<file path="src/rtl/seg7_pkg.sv">
// Shared constants for the 7-segment scan driver: blank code and hex glyph table.
// Codes are active-low {DP,g,f,e,d,c,b,a} with the decimal point off.
package seg7_pkg;

    localparam logic [7:0] SEG_BLANK = 8'hFF;

    localparam logic [7:0] SEG_HEX [16] = '{
        8'hC0, 8'hF9, 8'hA4, 8'hB0, 8'h99, 8'h92, 8'h82, 8'hD8,
        8'h80, 8'h90, 8'h88, 8'h83, 8'hC6, 8'hA1, 8'h86, 8'h8E
    };

endpackage

</file>
<file path="src/rtl/seg7_hex_decode.sv">
// Combinational hex nibble to active-low 7-segment code (DP excluded).
module seg7_hex_decode
    import seg7_pkg::*;
(
    input  logic [3:0] nibble,
    output logic [6:0] seg_n
);

    assign seg_n = SEG_HEX[nibble][6:0];

endmodule

</file>
<file path="src/rtl/seg7_scan_driver.sv">
// Time-multiplexed N-digit common-anode 7-segment driver with a double-buffered
// display value, per-digit DP/enable and leading-zero suppression.
module seg7_scan_driver
    import seg7_pkg::*;
#(
    parameter int NUM_DIGITS  = 8,
    parameter int REFRESH_DIV = 100000
) (
    input  logic                    clk,
    input  logic                    rst_n,
    input  logic                    load,
    input  logic [4*NUM_DIGITS-1:0] value_in,
    input  logic [NUM_DIGITS-1:0]   dp_in,
    input  logic [NUM_DIGITS-1:0]   digit_en,
    input  logic                    lz_en,
    output logic [NUM_DIGITS-1:0]   an,
    output logic [7:0]              seg,
    output logic                    frame_tick
);

    localparam int PRESC_W = $clog2(REFRESH_DIV);
    localparam int IDX_W   = (NUM_DIGITS > 1) ? $clog2(NUM_DIGITS) : 1;

    logic [PRESC_W-1:0]      presc_q, presc_d;
    logic [IDX_W-1:0]        idx_q, idx_d;
    logic [4*NUM_DIGITS-1:0] shadow_val_q, shadow_val_d;
    logic [NUM_DIGITS-1:0]   shadow_dp_q, shadow_dp_d;
    logic [4*NUM_DIGITS-1:0] active_val_q, active_val_d;
    logic [NUM_DIGITS-1:0]   active_dp_q, active_dp_d;
    logic                    pending_q, pending_d;
    logic [NUM_DIGITS-1:0]   an_q, an_d;
    logic [7:0]              seg_q, seg_d;

    logic                    tc;
    logic                    wrap;
    logic [NUM_DIGITS-1:0]   zero_from;
    logic [3:0]              cur_nib;
    logic                    cur_dp;
    logic                    cur_en;
    logic                    cur_zero;
    logic [6:0]              hex_seg;

    assign tc         = (presc_q == PRESC_W'(REFRESH_DIV - 1));
    assign wrap       = tc && (idx_q == IDX_W'(NUM_DIGITS - 1));
    assign frame_tick = wrap;
    assign an         = an_q;
    assign seg        = seg_q;

    always_comb begin
        presc_d = tc ? '0 : presc_q + PRESC_W'(1);
        idx_d   = idx_q;
        if (tc) begin
            idx_d = (idx_q == IDX_W'(NUM_DIGITS - 1)) ? '0 : idx_q + IDX_W'(1);
        end
    end

    // A load landing on the wrap edge bypasses the shadow so it shows this frame.
    always_comb begin
        shadow_val_d = shadow_val_q;
        shadow_dp_d  = shadow_dp_q;
        active_val_d = active_val_q;
        active_dp_d  = active_dp_q;
        pending_d    = pending_q;
        if (load) begin
            shadow_val_d = value_in;
            shadow_dp_d  = dp_in;
            if (wrap) begin
                active_val_d = value_in;
                active_dp_d  = dp_in;
                pending_d    = 1'b0;
            end else begin
                pending_d = 1'b1;
            end
        end else if (wrap && pending_q) begin
            active_val_d = shadow_val_q;
            active_dp_d  = shadow_dp_q;
            pending_d    = 1'b0;
        end
    end

    // zero_from[i] is set when nibble i and every nibble to its left are zero.
    always_comb begin
        zero_from = '0;
        zero_from[NUM_DIGITS-1] = (active_val_q[4*NUM_DIGITS-1 -: 4] == 4'h0);
        for (int i = NUM_DIGITS - 2; i >= 0; i--) begin
            zero_from[i] = zero_from[i+1] && (active_val_q[4*i +: 4] == 4'h0);
        end
    end

    always_comb begin
        cur_nib  = '0;
        cur_dp   = 1'b0;
        cur_en   = 1'b0;
        cur_zero = 1'b0;
        an_d     = '1;
        for (int i = 0; i < NUM_DIGITS; i++) begin
            if (idx_q == IDX_W'(i)) begin
                cur_nib  = active_val_q[4*i +: 4];
                cur_dp   = active_dp_q[i];
                cur_en   = digit_en[i];
                cur_zero = zero_from[i];
                an_d[i]  = 1'b0;
            end
        end
    end

    seg7_hex_decode u_hex_decode (
        .nibble (cur_nib),
        .seg_n  (hex_seg)
    );

    always_comb begin
        seg_d = {~cur_dp, hex_seg};
        if (!cur_en) begin
            seg_d = SEG_BLANK;
        end else if (lz_en && (idx_q != '0) && cur_zero) begin
            seg_d = {~cur_dp, 7'h7F};
        end
    end

    always_ff @(posedge clk or negedge rst_n) begin
        if (!rst_n) begin
            presc_q      <= '0;
            idx_q        <= '0;
            shadow_val_q <= '0;
            shadow_dp_q  <= '0;
            active_val_q <= '0;
            active_dp_q  <= '0;
            pending_q    <= 1'b0;
            an_q         <= '1;
            seg_q        <= SEG_BLANK;
        end else begin
            presc_q      <= presc_d;
            idx_q        <= idx_d;
            shadow_val_q <= shadow_val_d;
            shadow_dp_q  <= shadow_dp_d;
            active_val_q <= active_val_d;
            active_dp_q  <= active_dp_d;
            pending_q    <= pending_d;
            an_q         <= an_d;
            seg_q        <= seg_d;
        end
    end

endmodule
</file>
<file path="config.mk">
export PLATFORM = sky130hd
export DESIGN_NAME = seg7_scan_driver
export DESIGN_NICKNAME = d
export VERILOG_FILES = /design/src/rtl/seg7_pkg.sv /design/src/rtl/seg7_hex_decode.sv /design/src/rtl/seg7_scan_driver.sv
export SDC_FILE = /design/constraint.sdc
export NUM_CORES = 1
export LEC_CHECK = 0
export ABC_AREA = 0
export BUFFER_PORTS_ARGS = -buffer_cell sky130_fd_sc_hd__buf_4
export CAP_MARGIN = 20
export CORE_AREA = 2 2 119 109
export DETAILED_ROUTE_END_ITERATION = 12
export DIE_AREA = 0 0 121 111
export GPL_ROUTABILITY_DRIVEN = 0
export HOLD_SLACK_MARGIN = 0.03
export PLACE_DENSITY_LB_ADDON = 0.1
export SLEW_MARGIN = 20
export SYNTH_ARGS = -nofsm -noshare
export SYNTH_HDL_FRONTEND = slang
export SYNTH_HIERARCHICAL = 1
export SYNTH_SLANG_ARGS = --single-unit
</file>
<file path="constraint.sdc">
create_clock -name clk -period 4.4 [get_ports clk]
set_clock_uncertainty 0.15 [all_clocks]
set_input_delay 0.22 -clock clk [delete_from_list [all_inputs] [get_ports clk]]
set_output_delay 0.22 -clock clk [all_outputs]
set_load 0.05 [all_outputs]
</file>
==> run summary, run 1 <==
The number of failing setup endpoints in the final timing report is 0. The number of design-rule violations left by the first detailed-router iteration is 181. Broken down by cell family, the worst path's largest delay share belongs to adder cells.

The sequential-to-total area share from yosys stat is 54.5%. The buffer count from post-CTS setup fixing is 0. The maximum fanout along the worst path is 19. The max-capacitance violation count is 0. The worst path needs 3.61 ns of the cycle, external delays included. The synthesized netlist occupies a cell area of 5400 um^2. Summed over all cells, the static leakage comes to 0.00322 uW. The tree is rooted in a sky130_fd_sc_hd__clkbuf_16. The number of flip-flops and latches in the synthesized netlist came out at 117. The critical path contains buffers and inverters numbering 4 combined.

The standard-cell row count came out at 39. The final cell utilization of the core came out at 56.9%. The min-delay analysis places its worst path in the category input pin to flop. The area added between synthesis and finish is 30.0%. TritonCTS built the clock tree. The path depth of the worst reg2reg path is 12. The normalized max-slew margin came out at 41.2%. The async set or reset register ratio after synthesis came out at 100%. The count of buffers inserted at the top-level ports is 68.

The number of buffers inserted by hold repair at cts came out at 42. The residual DRC count is 0. The count of instances resized after the clock tree is built is 0. Across all layers, the routed design uses 3621 vias. Walking the worst path, the cells encountered are inv_1 > ha_1 > and2_1 > inv_1 > a31oi_1 > o211ai_1 > a2bb2oi_1 > inv_1 > ha_1 > inv_1 > mux4_1 > nand3b_1. The deepest clock path buffer count came out at 2. The total half-perimeter wirelength after legalization and detailed placement is 7.54 mm.

The die area came out at 13400 um^2. The antenna violation net count after detailed routing is 0. The post-synth net total came out at 498. The ratio of final minimum period to clock period is 82.0%.

The post-synthesis cell count is 433. The routed wirelength normalized by instance count is 15.4 um. Yosys printed 6 warnings.

The number of global-route vias before repair came to 3843. The die extent in y is 111 um. The final total negative setup slack is 0 ns.

After filler insertion, the fill cell instance count of the layout stands at 1048. The worst hold path begins at load. The cell with the largest stage delay on the worst path is sky130_fd_sc_hd__ha_1. The number of nets in the layout came out at 610. The capture instance of the worst register-to-register path is seg[3]$_DFF_PN1_.

The sequential cell area is 2950 um^2. The data arrival time of the worst path came out at 3.78 ns. The number of buffers created by CTS is 17. The maximum clock frequency is 0.277 GHz. The cell repeated most along the worst path is sky130_fd_sc_hd__inv_1. STA classifies the critical path startpoint as a flop. The synthesized design contains 0 enable-type register cells. The initial antenna violation count is 0. The worst register-to-register path begins at idx_q[1]$_DFFE_PN0N_.

The standard cell core area came out at 12300 um^2. The overflow left after global routing is 0. The final routed wirelength across all metal layers is 11.1 mm. The worst reg-to-reg setup slack is 0.79 ns. In this run the mean area of a mapped cell was 12.5 um^2. In this run the power density over the cells is 387 nW/um^2.

Using the TritonRoute via totals, the vias-per-cell ratio works out to 5.02. The peak per-stage delay on the critical path came out at 0.49 ns. The final max-slew violation count came out at 0.

The initial core utilization came out at 43.8%. The total inserted antenna cells came out at 0. The global router's overall resource usage came out at 18.4%. For this run, the leading register cell type out of synthesis is sky130_fd_sc_hd__dfrtp_1.

The worst supply voltage drop on vdd is 0.000259 V. After clock tree synthesis, the clock-pin slew on the worst setup and hold paths is 0.06 ns. The worst setup path is captured at a flop. The slew at the pin closest to its max-slew limit is 0.882 ns. The insertion delay of the later-clocked pin in the worst-skew pair is 0.42 ns.

In the final layout, the share of cells above drive strength 1 is 35.5%. The run finished with clean final reports. STA puts the critical path data required time at 4.57 ns. CTS saw 117 sinks. In the final layout, the multi-input gates occupy 2280 um^2. The worst hold path was traced through 2 stages. Setup repair after global routing left no endpoint under its margin.

In this run the number of H-tree levels came out at 4. The width of the die came out at 121 um. For this run, the detailed router's first-pass iteration total came to 4. By startpoint and endpoint, the worst setup path is classified as flop to flop. The final hold slack is 0.278 ns. The number of hold violations in the final report is 0. The worst hold path terminates at shadow_val_q[9]$_DFFE_PN0P_.

Yosys mapped the design onto 57 distinct sky130hd cell types. The power consumption is 2720 uW. The wire length of the first global-routing pass came out at 19.0 mm.

The I/O pin count is 69. The largest net degree at the start of global routing came out at 73.
==> power breakdown <==
| group | leakage, uW | internal (uW) | switching (uW) |
|---|---|---|---|
| sequential | 0.00145 | 1140 | 21.5 |
| clock | 0.000285 | 870 | 471 |
| combinational | 0.00149 | 121 | 99.9 |
| total | 0.00322 | 2130 | 592 |
==> flip-flops by register name, indices dropped and copies added, names as in the netlist <==
name          cells
shadow_dp_q       8
active_dp_q       8
pending_q         1
seg               8
idx_q             3
presc_q          17
an                8
shadow_val_q     32
active_val_q     32
==> through the flow <==
step                area, um^2  cells  setup slack [ns]
CTS                       7020    722             0.790
global placement          6020    648              1.03
floorplan                 5400    433              1.26
detailed placement        6020    648             0.807
finish                    7020    722             0.792
global route              7020    722             0.456
==> layout make-up <==
cell class | count | area share, %
Sequential cell | 117 | 42.0
Multi-Input combinational cell | 282 | 32.4
Timing Repair Buffer | 115 | 13.8
Clock buffer | 22 | 6.75
Tap cell | 164 | 2.92
Clock inverter | 10 | 1.50
Inverter | 12 | 0.641
==> routing by layer <==
layer  wire, um  track usage, %  share of wire [%]  vias to the layer above
met5          0               0                  0                        -
met4        225            8.60                2.0                        0
met3        440            5.45                4.0                       22
met2       4970            26.6                 45                       75
met1       5450            25.3                 49                     1751
li1           -               -                  -                     1773
==> logic make-up after synthesis <==
family	share of synthesized area (%)
AOI/OAI and AO/OA	7.69
xor gates and xnor gates	2.27
adders and majority gates	3.01
buffers and inverters	3.31
DFF	54.5
muxes	17.7
and+or+nand+nor	11.5
==> cell usage in the layout, fill, tap and decap left out, drive strengths merged, types with 6 or more instances in the layout <==
master,instances
buf,73
nand2b,8
dlygate4sd3,42
nor2,27
clkinv,6
a21oi,15
dfrtp,101
nand2,21
ha,13
nand3,11
xor2,9
nand3b,8
o21ai,17
dfstp,16
mux2,79
inv,12
clkbuf,22
==> cells in the mapped netlist, drive strengths merged, types with 2 or more instances <==
| library cell | instances | area, um^2 |
|---|---|---|
| a211o | 3 | 26.3 |
| a21o | 3 | 22.5 |
| a21oi | 15 | 75.1 |
| a31oi | 4 | 25.0 |
| a32oi | 3 | 26.3 |
| and3 | 3 | 18.8 |
| and3b | 4 | 35.0 |
| and4 | 2 | 17.5 |
| and4b | 2 | 20.0 |
| buf | 16 | 111 |
| clkbuf | 6 | 22.5 |
| dfrtp | 101 | 2530 |
| dfstp | 16 | 420 |
| ha | 13 | 163 |
| inv | 12 | 45.0 |
| mux2 | 79 | 890 |
| mux2i | 4 | 40.0 |
| nand2 | 21 | 81.3 |
| nand2b | 8 | 50.1 |
| nand3 | 11 | 60.1 |
| nand3b | 8 | 60.1 |
| nand4 | 2 | 12.5 |
| nor2 | 27 | 101 |
| nor2b | 3 | 18.8 |
| nor3 | 4 | 20.0 |
| nor4 | 4 | 40.0 |
| o211ai | 4 | 30.0 |
| o21ai | 17 | 85.1 |
| o32ai | 2 | 36.3 |
| or2 | 2 | 12.5 |
| or4 | 5 | 37.5 |
| xnor2 | 5 | 43.8 |
| xor2 | 9 | 78.8 |
==> how the worst max path moves through the flow <==
stage | endpoint | start | slack [ns] | cells after the start
4_1_cts | seg[3]$_DFF_PN1_ | idx_q[1]$_DFFE_PN0N_ | 0.79 | 12
2_1_floorplan | seg[3]$_DFF_PN1_ | idx_q[2]$_DFFE_PN0N_ | 1.26 | 13
3_5_place_dp | seg[3]$_DFF_PN1_ | idx_q[1]$_DFFE_PN0N_ | 0.81 | 12
5_1_grt | seg[3]$_DFF_PN1_ | idx_q[1]$_DFFE_PN0N_ | 0.46 | 12
3_3_place_gp | seg[3]$_DFF_PN1_ | idx_q[1]$_DFFE_PN0N_ | 1.03 | 12
6_report | seg[3]$_DFF_PN1_ | idx_q[1]$_DFFE_PN0N_ | 0.79 | 12
No activity file was read; power rests on OpenSTA's default activity.
==> run 2, diff against run 1 <==
--- a/config.mk
+++ b/config.mk
@@ -5,12 +5,12 @@
 export SDC_FILE = /design/constraint.sdc
 export NUM_CORES = 1
 export LEC_CHECK = 0
-export ABC_AREA = 0
+export ABC_AREA = 1
 export BUFFER_PORTS_ARGS = -buffer_cell sky130_fd_sc_hd__buf_4
 export CAP_MARGIN = 20
-export CORE_AREA = 2 2 119 109
+export CORE_AREA = 2 2 121 111
 export DETAILED_ROUTE_END_ITERATION = 12
-export DIE_AREA = 0 0 121 111
+export DIE_AREA = 0 0 123 113
 export GPL_ROUTABILITY_DRIVEN = 0
 export HOLD_SLACK_MARGIN = 0.03
 export PLACE_DENSITY_LB_ADDON = 0.1
==> constraint.sdc (replaced) <==
create_clock -name clk -period 3.7 [get_ports clk]
set_clock_uncertainty 0.15 [all_clocks]
set_input_delay 0.185 -clock clk [delete_from_list [all_inputs] [get_ports clk]]
set_output_delay 0.185 -clock clk [all_outputs]
set_load 0.05 [all_outputs]
==> run 2 against run 1 <==
Net effect: sequential power is 19% higher; non-clock buffer count stayed put; utilization fell by 0.20 points; first-iteration DRC count grew 19%; count of clock-buffer cells in the layout decreased by 1; largest power group unchanged.
==> run summary, run 2 <==
For this run, the total global-route usage over all layers was measured as 19.6%. The routed via count divided by cell count is 4.72. The number of design-rule violations left by the first detailed-router iteration is 216. The max-capacitance violation count is 0. The number of flip-flops and latches in the synthesized netlist came out at 117. The total inserted antenna cells came out at 0. Once layout is done, the placed cells without fillers occupy 7140 um^2. The H-tree depth came out at 4. The sequential cell area is 2950 um^2. Setup violations remaining at the end of the flow were counted as 0. Summing all multi-input logic gate instances after layout gives 2230 um^2. The area added between synthesis and finish is 28.7%.

The overflow left after global routing is 0. The critical path in this run is classified as flop to flop. The wire length of the first global-routing pass came out at 21.5 mm.

The layout cell share with drive strength beyond 1 is 17.1%. The antenna violation net count after detailed routing is 0. The first-pass iteration count of the detailed router came out at 4. The type of the tightest min-delay check is input pin to flop.

The cell taking the most area after synthesis is sky130_fd_sc_hd__dfrtp_1. Buffers placed on the I/O ports in this run total 68. The number of hold violations in the final report came to 0. The placed instances occupy a cell area of 6140 um^2.

The number of global-route vias before repair came to 4564. The slew at the pin closest to its max-slew limit is 0.959 ns. Summed over all cells, the static leakage comes to 0.00374 uW. Power comes to 3260 uW. The initial antenna violation count is 0. The clock passes through at most 2 buffers. The largest registers in the layout are active_val_q: 32 flops, shadow_val_q: 32 flops, presc_q: 17 flops. The most repeated cell in the gate-level netlist after synthesis is sky130_fd_sc_hd__nand2_1. Yosys mapped a number of flops with a built-in enable equal to 0.

TritonCTS built the clock tree. The worst hold path stage count is 3. The combined area of all synthesized cells is 5550 um^2. The detailed-route via count is 4566. The buffer count from post-CTS setup fixing is 0. The flip-flop cell with the highest count after synthesis is sky130_fd_sc_hd__dfrtp_1. The standard cell core area is 12600 um^2. The standard-cell row count is 39. The leading cell type in the layout, fill and taps excluded is sky130_fd_sc_hd__nand2_1. The ratio of final minimum period to clock period came out at 80.5%. The routed wirelength normalized by instance count is 12.8 um. The tree is rooted in a sky130_fd_sc_hd__clkbuf_16. The data required time of the worst path came out at 3.89 ns. The final max-slew violation count came out at 0. The final total negative setup slack is 0 ns. The die extent in y came out at 113 um. The time the worst path needs with I/O delays and setup came out at 2.98 ns. STA classifies the critical path endpoint as a flop.

The least setup slack across all paths after layout is 0.723 ns. Sorting the synthesized cells by how often they occur yields sky130_fd_sc_hd__nand2_1, sky130_fd_sc_hd__dfrtp_1, sky130_fd_sc_hd__inv_1. The count of instances resized after the clock tree is built is 0.

The initial core utilization came out at 44.0%. Setup repair after global routing left no endpoint under its margin. Summed over all layers, the routed wires come to 12.4 mm. The number of distinct standard cells referenced by the synthesized netlist is 35. The number of fill cells in the layout is 1143. The die area is 13900 um^2. The total half-perimeter wirelength after legalization and detailed placement is 8.48 mm. For this design the ratio of total power to cell area is 457 nW/um^2. The mean area per synthesized cell came out at 8.17 um^2. Prior to clock tree synthesis, the placed netlist has a worst setup slack of 0.765 ns. For this run, the slowest stage of the critical path takes 0.48 ns. The maximum clock frequency is 0.336 GHz. Sequential cells were found to cover 53.2% of the synthesized design area. By area the synthesized netlist is led by sky130_fd_sc_hd__dfrtp_1, sky130_fd_sc_hd__nand2_1, sky130_fd_sc_hd__dfstp_2. When the netlist entered floorplanning its net count stood at 744.

Final hold analysis gives a worst-case slack of 0.0883 ns. The portion of synthesized cell area occupied by the leading cell type came out at 45.6%. For this run, the post-layout net count is 855. The post-synthesis cell count is 679. The run finished with clean final reports.

The signal on the critical path passes through inv_1 > ha_1 > clkinv_1 > o21ai_0 > a31oi_1 > o221ai_1 > o21ai_0 > o21ai_0 > nand2_1 > inv_1 > ha_1 > nand2_1 > nand3_1 > nand2_1 > inv_1 > nand3_1. The path depth of the worst reg2reg path came out at 16. The data arrival time of the worst path is 3.17 ns. The slowest stage of the critical path is the sky130_fd_sc_hd__dfrtp_1 cell. The width of the die came out at 123 um. At the later pin of the worst-skew pair, clock insertion delay measures 0.41 ns. After clock tree synthesis, the clock-pin slew on the worst setup and hold paths is 0.05 ns. The maximum fanout along the worst path came out at 9. In the routed design, unresolved DRC markers number 0. The Yosys step of the flow raised 6 warnings. Leaving out fill and tap cells, the most frequent cells in the layout are sky130_fd_sc_hd__nand2_1, sky130_fd_sc_hd__dfrtp_1, sky130_fd_sc_hd__buf_4. The clock net in this run drives a total of 117 sinks. The normalized max-slew margin came out at 36.1%.

The worst supply voltage drop on vdd came out at 0.000287 V. The type of element launching the critical path is a flop. Counting flops with an async set or reset pin after synthesis yields a share of 100%. The number of buffers created by CTS is 17. The I/O pin count came out at 69. The largest net degree at the start of global routing is 77.
run 2: cell count changes after synthesis, sizes merged, moves of 7 or more:
cell,previous run,this run
nand3,11,41
o21ai,17,25
xor2,9,0
nand2b,8,0
nand3b,8,1
inv,12,52
nand2,21,323
mux2,79,0
run 2: routing by layer:
metal / up-vias / track usage (%) / wire length, um
li1: 2376 / - / -
met1: 2085 / 27.5 / 6140
met2: 84 / 29.9 / 5430
met3: 21 / 4.03 / 537
met4: 0 / 7.73 / 282
met5: - / 0 / 0
run 2: timing repair:
| item | CTS | global route |
|---|---|---|
| setup endpoints to repair | 0 | 0 |
| endpoints found under the hold margin | 150 | 0 |
| hold buffers | 42 | 0 |
run 2: area by class of cell:
class	instances	share of cell area, %
tap	164	2.88
inverter	55	2.93
clock buffer	21	6.17
sequential	117	41.3
multi-input combinational	484	31.3
timing repair buffer	115	13.6
clock inverter	11	1.89
run 2: worst max-delay path: cells and delay by family (launching register included):
kind	cells	cell delay [ns]
AOI/OAI and AO/OA	5	0.70
adders and majority gates	2	0.54
buffers and inverters	4	0.57
DFF	1	0.48
and+or+nand+nor	5	0.46
run 2: kinds of logic after synthesis:
group	Yosys count	synth area share [%]
AO/OA/AOI/OAI	53	5.91
XOR/XNOR	1	0.158
adder cells (fa/ha/maj)	13	2.93
buffers and inverters	78	6.61
flip-flops	117	53.2
AND/OR/NAND/NOR	417	31.2
run 2: through the flow:
stage | cells | utilization, %
after floorplan | 679 | -
after global placement | 893 | 48.8
after detailed placement | 893 | 48.8
after CTS | 967 | 56.7
after global routing | 967 | 56.7
final | 967 | 56.7
run 2: path summary, 6_finish.rpt:
| kind | start | end | slack (ns) |
|---|---|---|---|
| min in group asynchronous | rst_n | shadow_val_q[6]$_DFFE_PN0P_ | 0.32 |
| min reg2reg | shadow_val_q[9]$_DFFE_PN0P_ | shadow_val_q[9]$_DFFE_PN0P_ | 0.32 |
| max | idx_q[2]$_DFFE_PN0N_ | seg[3]$_DFF_PN1_ | 0.72 |
| max reg2reg | idx_q[2]$_DFFE_PN0N_ | seg[3]$_DFF_PN1_ | 0.72 |
| max in group asynchronous | rst_n | seg[7]$_DFF_PN1_ | 2.16 |
| min | load | shadow_val_q[10]$_DFFE_PN0P_ | 0.09 |
run 2: where the power goes:
part	total, uW	switching, uW	internal (uW)
combinational	278	157	121
sequential	1380	30.5	1350
clock	1600	553	1050
